==> config.mk <==
export PLATFORM = sky130hd
export DESIGN_NAME = wb_stage_flat
export DESIGN_NICKNAME = d
export VERILOG_FILES = /design/src/rtl/wb_stage_pkg.sv /design/src/rtl/wb_stage_if.sv /design/src/rtl/wb_stage_register_file.sv /design/src/rtl/wb_stage.sv /design/src/flat_wrapper.sv
export SDC_FILE = /design/constraint.sdc
export NUM_CORES = 1
export LEC_CHECK = 0
export CELL_PAD_IN_SITES_DETAIL_PLACEMENT = 0
export CELL_PAD_IN_SITES_GLOBAL_PLACEMENT = 1
export CORE_MARGIN = 2
export CORE_UTILIZATION = 42
export CTS_BUF_LIST = sky130_fd_sc_hd__clkbuf_2
export DETAILED_ROUTE_END_ITERATION = 6
export PLACE_DENSITY = 0.87
export SYNTH_ARGS = -nofsm -noshare
export SYNTH_HDL_FRONTEND = slang
export SYNTH_HIERARCHICAL = 1
export SYNTH_SLANG_ARGS = --single-unit
==> constraint.sdc <==
create_clock -name i_clk -period 1.6 [get_ports i_clk]
set_input_delay 0.24 -clock i_clk [delete_from_list [all_inputs] [get_ports i_clk]]
set_output_delay 0.24 -clock i_clk [all_outputs]
set_load 0.02 [all_outputs]
==> src/rtl/wb_stage_pkg.sv <==
// wb_stage_pkg: shared widths, write-back selector encoding and WB buffer layout
package wb_stage_pkg;
   localparam int DATA_WIDTH = 16;
   localparam int ADDR_WIDTH = 3;
   localparam int NUM_REGS = 2 ** ADDR_WIDTH;
   typedef enum logic [1:0] {
      WB_SEL_ALU = 2'd0,
      WB_SEL_MEM = 2'd1,
      WB_SEL_IMM = 2'd2,
      WB_SEL_IN  = 2'd3
   } wb_sel_t;
   typedef struct packed {
      logic [DATA_WIDTH-1:0] ex_result;
      logic [DATA_WIDTH-1:0] memory_data;
      logic [DATA_WIDTH-1:0] immediate;
      logic [DATA_WIDTH-1:0] input_port;
      wb_sel_t               wb_selector;
      logic                  write_back;
      logic [ADDR_WIDTH-1:0] write_addr;
      logic                  out_en;
   } wb_buf_t;
endpackage

==> src/rtl/wb_stage_if.sv <==
// wb_stage_if: execute-memory/decode/hazard-facing signals of the write-back stage
interface wb_stage_if;
   import wb_stage_pkg::*;
   logic                  i_stall;
   logic                  i_flush;
   logic [DATA_WIDTH-1:0] i_ex_result;
   logic [DATA_WIDTH-1:0] i_memory_data;
   logic [DATA_WIDTH-1:0] i_immediate;
   logic [DATA_WIDTH-1:0] i_input_port;
   logic [1:0]            i_wb_selector;
   logic                  i_write_back;
   logic [ADDR_WIDTH-1:0] i_write_addr;
   logic                  i_out_en;
   logic [ADDR_WIDTH-1:0] i_read_addr1;
   logic [ADDR_WIDTH-1:0] i_read_addr2;
   logic [DATA_WIDTH-1:0] o_read_data1;
   logic [DATA_WIDTH-1:0] o_read_data2;
   logic [DATA_WIDTH-1:0] o_data_wb;
   logic                  o_write_back;
   logic [ADDR_WIDTH-1:0] o_write_addr;
   logic [DATA_WIDTH-1:0] o_out_port;
   modport master (
      output i_stall, i_flush, i_ex_result, i_memory_data, i_immediate, i_input_port,
      output i_wb_selector, i_write_back, i_write_addr, i_out_en, i_read_addr1, i_read_addr2,
      input  o_read_data1, o_read_data2, o_data_wb, o_write_back, o_write_addr, o_out_port
   );
   modport slave (
      input  i_stall, i_flush, i_ex_result, i_memory_data, i_immediate, i_input_port,
      input  i_wb_selector, i_write_back, i_write_addr, i_out_en, i_read_addr1, i_read_addr2,
      output o_read_data1, o_read_data2, o_data_wb, o_write_back, o_write_addr, o_out_port
   );
endinterface

==> src/rtl/wb_stage_register_file.sv <==
// wb_stage_register_file: 8x16 register file, one sync write port, two bypassed comb read ports
module wb_stage_register_file
   import wb_stage_pkg::*;
(
   input  logic                  clk,
   input  logic                  rst,
   input  logic                  we,
   input  logic [ADDR_WIDTH-1:0] waddr,
   input  logic [DATA_WIDTH-1:0] wdata,
   input  logic [ADDR_WIDTH-1:0] raddr1,
   input  logic [ADDR_WIDTH-1:0] raddr2,
   output logic [DATA_WIDTH-1:0] rdata1,
   output logic [DATA_WIDTH-1:0] rdata2
);
   logic [DATA_WIDTH-1:0] regs [NUM_REGS];
   always_ff @(posedge clk) begin
      if (rst)
         for (int i = 0; i < NUM_REGS; i++) regs[i] <= '0;
      else if (we)
         regs[waddr] <= wdata;
   end
   // Reads during reset return zero so decode never sees pre-reset contents
   always_comb begin
      rdata1 = rst ? '0 : (we && raddr1 == waddr) ? wdata : regs[raddr1];
      rdata2 = rst ? '0 : (we && raddr2 == waddr) ? wdata : regs[raddr2];
   end
endmodule

==> src/rtl/wb_stage.sv <==
// wb_stage: EX/MEM->WB buffer, write-back mux, register file and OUT port register
module wb_stage
   import wb_stage_pkg::*;
(
   input logic       i_clk,
   input logic       i_reset,
   wb_stage_if.slave bus
);
   wb_buf_t               buf_q;
   wb_buf_t               capture;
   logic [DATA_WIDTH-1:0] mux_data;
   logic [DATA_WIDTH-1:0] out_q;
   always_comb begin
      capture = '{bus.i_ex_result, bus.i_memory_data, bus.i_immediate, bus.i_input_port,
                  wb_sel_t'(bus.i_wb_selector), bus.i_write_back, bus.i_write_addr, bus.i_out_en};
   end
   always_ff @(posedge i_clk) begin
      if (i_reset || bus.i_flush)
         buf_q <= '0;
      else if (!bus.i_stall)
         buf_q <= capture;
   end
   always_comb begin
      mux_data = buf_q.wb_selector == WB_SEL_ALU ? buf_q.ex_result :
                 buf_q.wb_selector == WB_SEL_MEM ? buf_q.memory_data :
                 buf_q.wb_selector == WB_SEL_IMM ? buf_q.immediate : buf_q.input_port;
   end
   always_ff @(posedge i_clk) begin
      if (i_reset)
         out_q <= '0;
      else if (buf_q.out_en)
         out_q <= mux_data;
   end
   // Forwarding outputs read as idle while reset is asserted
   always_comb begin
      bus.o_data_wb    = i_reset ? '0 : mux_data;
      bus.o_write_back = buf_q.write_back & ~i_reset;
      bus.o_write_addr = i_reset ? '0 : buf_q.write_addr;
      bus.o_out_port   = out_q;
   end
   wb_stage_register_file u_rf (
      .clk    (i_clk),
      .rst    (i_reset),
      .we     (buf_q.write_back),
      .waddr  (buf_q.write_addr),
      .wdata  (mux_data),
      .raddr1 (bus.i_read_addr1),
      .raddr2 (bus.i_read_addr2),
      .rdata1 (bus.o_read_data1),
      .rdata2 (bus.o_read_data2)
   );
endmodule
==> src/flat_wrapper.sv <==
// flat-port wrapper written by rule: the top's interface ports become plain ports
module wb_stage_flat import wb_stage_pkg::*;
  (i_clk, i_reset, bus_i_stall, bus_i_flush, bus_i_ex_result, bus_i_memory_data, bus_i_immediate, bus_i_input_port, bus_i_wb_selector, bus_i_write_back, bus_i_write_addr, bus_i_out_en, bus_i_read_addr1, bus_i_read_addr2, bus_o_read_data1, bus_o_read_data2, bus_o_data_wb, bus_o_write_back, bus_o_write_addr, bus_o_out_port);
  wb_stage_if bus_i ();
  input logic i_clk;
  input logic i_reset;
  input wire logic [$bits(bus_i.i_stall)-1:0] bus_i_stall;
  input wire logic [$bits(bus_i.i_flush)-1:0] bus_i_flush;
  input wire logic [$bits(bus_i.i_ex_result)-1:0] bus_i_ex_result;
  input wire logic [$bits(bus_i.i_memory_data)-1:0] bus_i_memory_data;
  input wire logic [$bits(bus_i.i_immediate)-1:0] bus_i_immediate;
  input wire logic [$bits(bus_i.i_input_port)-1:0] bus_i_input_port;
  input wire logic [$bits(bus_i.i_wb_selector)-1:0] bus_i_wb_selector;
  input wire logic [$bits(bus_i.i_write_back)-1:0] bus_i_write_back;
  input wire logic [$bits(bus_i.i_write_addr)-1:0] bus_i_write_addr;
  input wire logic [$bits(bus_i.i_out_en)-1:0] bus_i_out_en;
  input wire logic [$bits(bus_i.i_read_addr1)-1:0] bus_i_read_addr1;
  input wire logic [$bits(bus_i.i_read_addr2)-1:0] bus_i_read_addr2;
  output wire logic [$bits(bus_i.o_read_data1)-1:0] bus_o_read_data1;
  output wire logic [$bits(bus_i.o_read_data2)-1:0] bus_o_read_data2;
  output wire logic [$bits(bus_i.o_data_wb)-1:0] bus_o_data_wb;
  output wire logic [$bits(bus_i.o_write_back)-1:0] bus_o_write_back;
  output wire logic [$bits(bus_i.o_write_addr)-1:0] bus_o_write_addr;
  output wire logic [$bits(bus_i.o_out_port)-1:0] bus_o_out_port;
  assign bus_i.i_stall = bus_i_stall;
  assign bus_i.i_flush = bus_i_flush;
  assign bus_i.i_ex_result = bus_i_ex_result;
  assign bus_i.i_memory_data = bus_i_memory_data;
  assign bus_i.i_immediate = bus_i_immediate;
  assign bus_i.i_input_port = bus_i_input_port;
  assign bus_i.i_wb_selector = bus_i_wb_selector;
  assign bus_i.i_write_back = bus_i_write_back;
  assign bus_i.i_write_addr = bus_i_write_addr;
  assign bus_i.i_out_en = bus_i_out_en;
  assign bus_i.i_read_addr1 = bus_i_read_addr1;
  assign bus_i.i_read_addr2 = bus_i_read_addr2;
  assign bus_o_read_data1 = bus_i.o_read_data1;
  assign bus_o_read_data2 = bus_i.o_read_data2;
  assign bus_o_data_wb = bus_i.o_data_wb;
  assign bus_o_write_back = bus_i.o_write_back;
  assign bus_o_write_addr = bus_i.o_write_addr;
  assign bus_o_out_port = bus_i.o_out_port;
  wb_stage u_core (.i_clk(i_clk), .i_reset(i_reset), .bus(bus_i));
endmodule
# Word level (Yosys, flattened, before mapping)

Memories as Yosys holds them, arrays and structs flattened.
Cells that the tools add are included.

Output and inout port bits: 68
Logic and storage cells: 38
RAM bits: 128
Memories: 1
Register bits: 87
Bits in read-only memories: 0
Bits of input ports: 81
Bits in latches: 0

Memories:

| memory           | words | bits a word | read ports | clocked after memory_dff | wr ports | RTL line                     | text |
|---|---|---|---|---|---|---|---|
| u_core.u_rf.regs | 8     | 16          | 2          | 0                        | 8        | wb_stage_register_file.sv:15 | `logic [DATA_WIDTH-1:0] regs [NUM_REGS];` |

Shift operators: 0
$add $sub $neg: 0
Mux-type cells: 17
Magnitude comparators: 0
Reduce and logical (&&, ||, !) cells: 5
Div/mod/pow operators: 0
$mul: 0
Bitwise operators: 2
Eq/ne operators: 4

Operator list:

| kind                                                | count |
|---|---|
| two-way mux 16 bit                                  | 9 |
| OR reduction 16 bit                                 | 1 |
| equality test 3 bit                                 | 2 |
| two-way mux 1 bit                                   | 6 |
| two-way mux 3 bit                                   | 2 |
| equality test 2 x 1 -> 1 bit, second input constant | 1 |
| equality test 2 bit, second input constant          | 1 |
| logical AND 1 bit                                   | 2 |
| logical NOT 2 bit                                   | 1 |
| AND 1 bit                                           | 1 |
| logical OR 1 bit                                    | 1 |
| NOT 1 bit                                           | 1 |

# Logic depth before layout (Yosys ltp)

Depth after elaboration: 6
Gate-level depth with buffers: 7
Gate-level depth less buffers: 4

# By module

Netlist, hierarchy kept.

Modules (own cells, without submodules):

| module                 | sequential area each (um^2) | cells each | instances | area an instance (um^2) |
|---|---|---|---|---|
| wb_stage_register_file | 3843.7                      | 555        | 1         | 7342.0 |
| wb_stage               | 1741.7                      | 364        | 1         | 4113.9 |

# Worst setup path before layout

OpenSTA, ideal clock, no wires.

Path kind: register to output
Start point: register u_core/buf_q[1] (netlist bit)
End point: output bus_o_read_data1[10]
Slack: -0.335 ns
Stages on the path, launching flop included: 8
Path buffers: 3
Required time: 1.360 ns
Data arrival time: 1.695 ns
Cells stage by stage: dfxtp_1 buf_2 xnor2_1 and4_1 buf_2 buf_2 a211oi_1 nor3_1

Word-level cells in the longest chain between the ends: 4

Ends and longest elaborated chain:

| what                            | RTL line                     | text |
|---|---|---|
| start, declared                 | wb_stage.sv:9                | `wb_buf_t buf_q;` |
| start signal, assigned          | wb_stage.sv:21               | `buf_q <= capture;` |
| equality test 3 bit             | wb_stage_register_file.sv:24 | `rdata1 = rst ? '0 : (we && raddr1 == waddr) ? wdata : regs[raddr1];` |
| logical AND 1 bit               | wb_stage_register_file.sv:24 |  |
| two-way mux 16 bit (2 in a row) | wb_stage_register_file.sv:24 |  |
| end, declared                   | flat_wrapper.sv:19           | `output wire logic [$bits(bus_i.o_read_data1)-1:0] bus_o_read_data1;` |

No other way between the ends.

# Final worst setup path

Start point: register u_core/buf_q[6] (netlist bit)
End point: output bus_o_read_data1[6]

Word-level cells in the longest chain between the ends: 6
Elaborated cells between the ends (all ways): 8
Those cells by class: eq/ne: 2; mux: 5; reduce/logical: 1

Ends and longest elaborated chain:

| what                              | RTL line                     | text |
|---|---|---|
| equality test 2 bit               | wb_stage.sv:26               | `buf_q.wb_selector == WB_SEL_IMM ? buf_q.immediate : buf_q.input_port;` |
| two-way mux 16 bit                | wb_stage.sv:26               |  |
| two-way mux 16 bit                | wb_stage.sv:25               | `buf_q.wb_selector == WB_SEL_MEM ? buf_q.memory_data :` |
| two-way mux 16 bit *              | wb_stage.sv:24               | `mux_data = buf_q.wb_selector == WB_SEL_ALU ? buf_q.ex_result :` |
| via u_core.mux_data[6]            | wb_stage.sv:11               | `logic [DATA_WIDTH-1:0] mux_data;` |
| two-way mux 16 bit * (2 in a row) | wb_stage_register_file.sv:24 |  |

Mark *: on every way through the listed nets, which the timed path passes. The rest lies on a longest branch.

==> impl_metrics.ini <==
[run_status]
outcome = complete, but fails checks
violations = negative setup slack

[worst_setup_path]
timing.rr.end = u_core/u_rf/regs[5][8]$_SDFFCE_PN0P_
r2r-start = u_core/buf_q[6]$_SDFFE_PP0N_
crit_chain = buf_8 > buf_6 > mux4_2 > buf_6 > nor2_4 > nor3_2 > buf_4
critPathBufInv = 4
reg2regPathDepth = 9
cpPeakStageDelay_ps = 610
cpMostUsedCell = buf_6
crit_required_ps = 1360
cp_top_family = multiplexers
cp.arrival_ps = 2470
worst-r2r-setup-slack_ps = -430
worstSetupPathType = reg -> out
path_depth = 7
path_max_fanout = 3
cp-start-kind = flip-flop
endpoint_kind = primary output
cpMaxStageDelayCell = mux4_2

[final_layout]
area_growth_pct = 50.9
design_area_sq_mm = 0.0173
regArea_sq_mm = 0.00563
final_nets = 1402
multiInputGateArea_sq_mm = 0.00639
layout.cells.non_filler = 1697
fillCellCount = 1992
drive_gt1_frac = 0.526

[synth]
yosys_warnings = 6
ys_seq_elements = 215
ys_async_sr_fraction = 0
syn_inst = 919
synth_edf_count = 128
synth_fp_nets = 1000
netlist_area_sq_mm = 0.0115
synthFlopType = edfxtp_1
synth_cell_types = 34
seq_area_frac_synth = 0.488
avgSynthCellArea_sq_um = 12.5

[detailed_routing]
top_layer = met4
wl_met3_mm = 3.01
drt-met1-wl_mm = 15.3
wl_per_cell_microns = 22.5
drc = 0
met2_length_mm = 18.6
drt_iter0_drc = 775
ant_nets = 0
viasPerCell = 5.65
wirelength_mm = 38.2
drtPass1Iterations = 4
num_vias = 9586

[global_routing]
grtUsageTotal = 0.262
grt_overflow = 0
antenna_found_initial = 1
grt_pass1_wl_mm = 56.7
grt_max_degree = 37
grt_pass1_vias = 10000

[timing]
worstMarginPinSlew_ps = 429
period_needed_ps = 2710
hold_slack_ps = 48.4
period_share = 1.69
relSlewSlack = 0.714
finalSetupViolCount = 307
grt_setup_unrepaired = yes
clock-skew-final_ps = 67.2
maxSlewViolCount = 0
fin_ws_ps = -1110
max_freq_ghz = 0.369
hold_viol = 0

[clock_tree]
htree_num_levels = 2
path_clk_slew_ps = 110
cts_sinks = 215
clockRootBuffer = clkbuf_2
cts_inserted_buffers = 55
clock_path_buffers = 3
clkLatencyLatePin_ps = 840
cts_tree = done

[die]
rows = 60
start_util = 0.426
die_h_microns = 169
ios = 149
die_w_microns = 169
core-area_sq_mm = 0.0269
die_area_sq_mm = 0.0286

[power]
vdd_drop_max_uv = 459
p_per_area_mw_per_mm2 = 687
p_leak_nw = 7.03
fin_total_pwr_mw = 11.9

[placement]
dpl.cell_count = 1518
dpl.hpwl_mm = 23.5
gp_congestion = 0.835
place_area_sq_mm = 0.0149
port_buffers = 148

[min_path]
hp-start = bus_i_input_port[8]
holdCritPathClass = in -> reg
holdPathEnd = u_core/buf_q[15]$_SDFFE_PP0N_
worstHoldPathCells = 3

[run]
drv_cap = 0
## Yosys cell counts, types with 2 or more instances
master,number,share of area
buf_4,14,0.0092
or2_2,11,0.0060
clkbuf_2,3,0.0013
nand2b_1,4,0.0022
xnor2_1,6,0.0046
or3b_2,16,0.012
nor2_4,3,0.0029
mux4_1,22,0.050
buf_2,17,0.0074
edfxtp_1,128,0.34
o22ai_1,30,0.016
buf_6,10,0.0098
mux2i_1,165,0.14
nor2b_1,20,0.011
nor3_1,31,0.014
clkbuf_1,27,0.0088
nor2_1,106,0.035
o221ai_2,10,0.013
and2_1,128,0.070
nand3b_1,2,0.0013
and4_1,2,0.0015
dfxtp_1,87,0.15
mux4_2,28,0.055
o221ai_1,6,0.0046
clkbuf_4,2,0.0013
a211oi_1,32,0.021
buf_12,2,0.0035
## layout make-up
class	count	area share
diodes	1	0.000145
flip-flops and latches	215	0.325
multi-input cells	629	0.370
clock inverters	14	0.00319
clock buffers	77	0.0223
repair buffers	420	0.254
well taps	341	0.0247
## worst register-to-register path: stages, from the launching register on
cell	delay, ps
dfxtp_4	400
buf_8	120
buf_4	110
buf_6	90
mux4_2	490
buf_6	160
buf_6	120
buf_6	110
buf_6	110
and2_4	120
## repair_timing
item                                    CTS  global route
cloned                                    8             4
hold buffers                             16             0
pin swaps                                32            54
endpoints found under the setup margin  279           321
buffers inserted                         61            23
endpoints found under the hold margin    62             0
resized for setup                       542           191
## cell usage in the layout, fill, tap and decap left out, types with 5 or more instances in the layout
cell type        instances
buf_12                  37
clkdlybuf4s50_1         76
buf_4                  175
a211oi_1                10
dlygate4sd3_1           16
nor2_1                  73
dfxtp_4                  6
edfxtp_1               128
dfxtp_2                 14
a211oi_2                18
or2_4                    5
o221ai_2                10
o221ai_1                 6
or2_2                    6
o22ai_1                 26
and2_4                  86
or3b_2                  16
nor3_2                  26
buf_6                   96
buf_8                    8
nor3_4                   6
mux4_1                  11
mux2i_1                165
dfxtp_1                 67
nor2_4                  33
clkinv_1                12
and2_1                  42
clkbuf_2                77
mux4_2                  40
buf_2                    5
nor2b_4                 17
## power breakdown
part           switching [mW]  internal [mW]  leakage [nW]  total, mW
Clock                    2.21           1.28         0.346       3.49
Combinational            1.06           1.20          4.63       2.26
Sequential              0.110           6.00          2.05       6.11
## how the worst max path moves through the flow
stage,slack (ps),endpoint,startpoint
2_1_floorplan,-60,bus_o_read_data1[12],u_core/buf_q[1]$_SDFFE_PP0N_
3_3_place_gp,-1260,bus_o_read_data1[1],bus_i_read_addr1[1]
3_5_place_dp,-1210,bus_o_read_data1[1],bus_i_read_addr1[1]
4_1_cts,-1230,bus_o_data_wb[6],u_core/buf_q[6]$_SDFFE_PP0N_
5_1_grt,-1230,bus_o_read_data2[6],u_core/buf_q[6]$_SDFFE_PP0N_
6_report,-1110,bus_o_read_data1[6],u_core/buf_q[6]$_SDFFE_PP0N_
## state kept, by name, summed over array words and instances (netlist names)
signal,flops
u_core/bus.o_out_port,16
u_core/buf_q,71
u_core/u_rf/regs,128
## through the flow
stage               utilization  TNS [ps]  setup slack [ps]
finish                    0.643    -96830             -1110
global placement          0.554    -83330             -1260
floorplan                     -      -656             -55.4
detailed placement        0.554    -85500             -1210
global route              0.643   -115420             -1230
CTS                       0.619    -97430             -1230
## routing by layer
metal,global-route usage,vias to the layer above
met3,0.0485,92
met4,0.113,0
li1,-,4272
met5,0,-
met2,0.435,479
met1,0.336,4743
## kinds of logic after synthesis
logic type	count (synthesis)	synth area share
buffers and inverters	76	0.0427
flip-flops	215	0.488
XOR/XNOR	6	0.00459
AO/OA/AOI/OAI	78	0.0550
multiplexers	215	0.250
AND/OR/NAND/NOR	329	0.160
(Power assumes the default switching activity.)
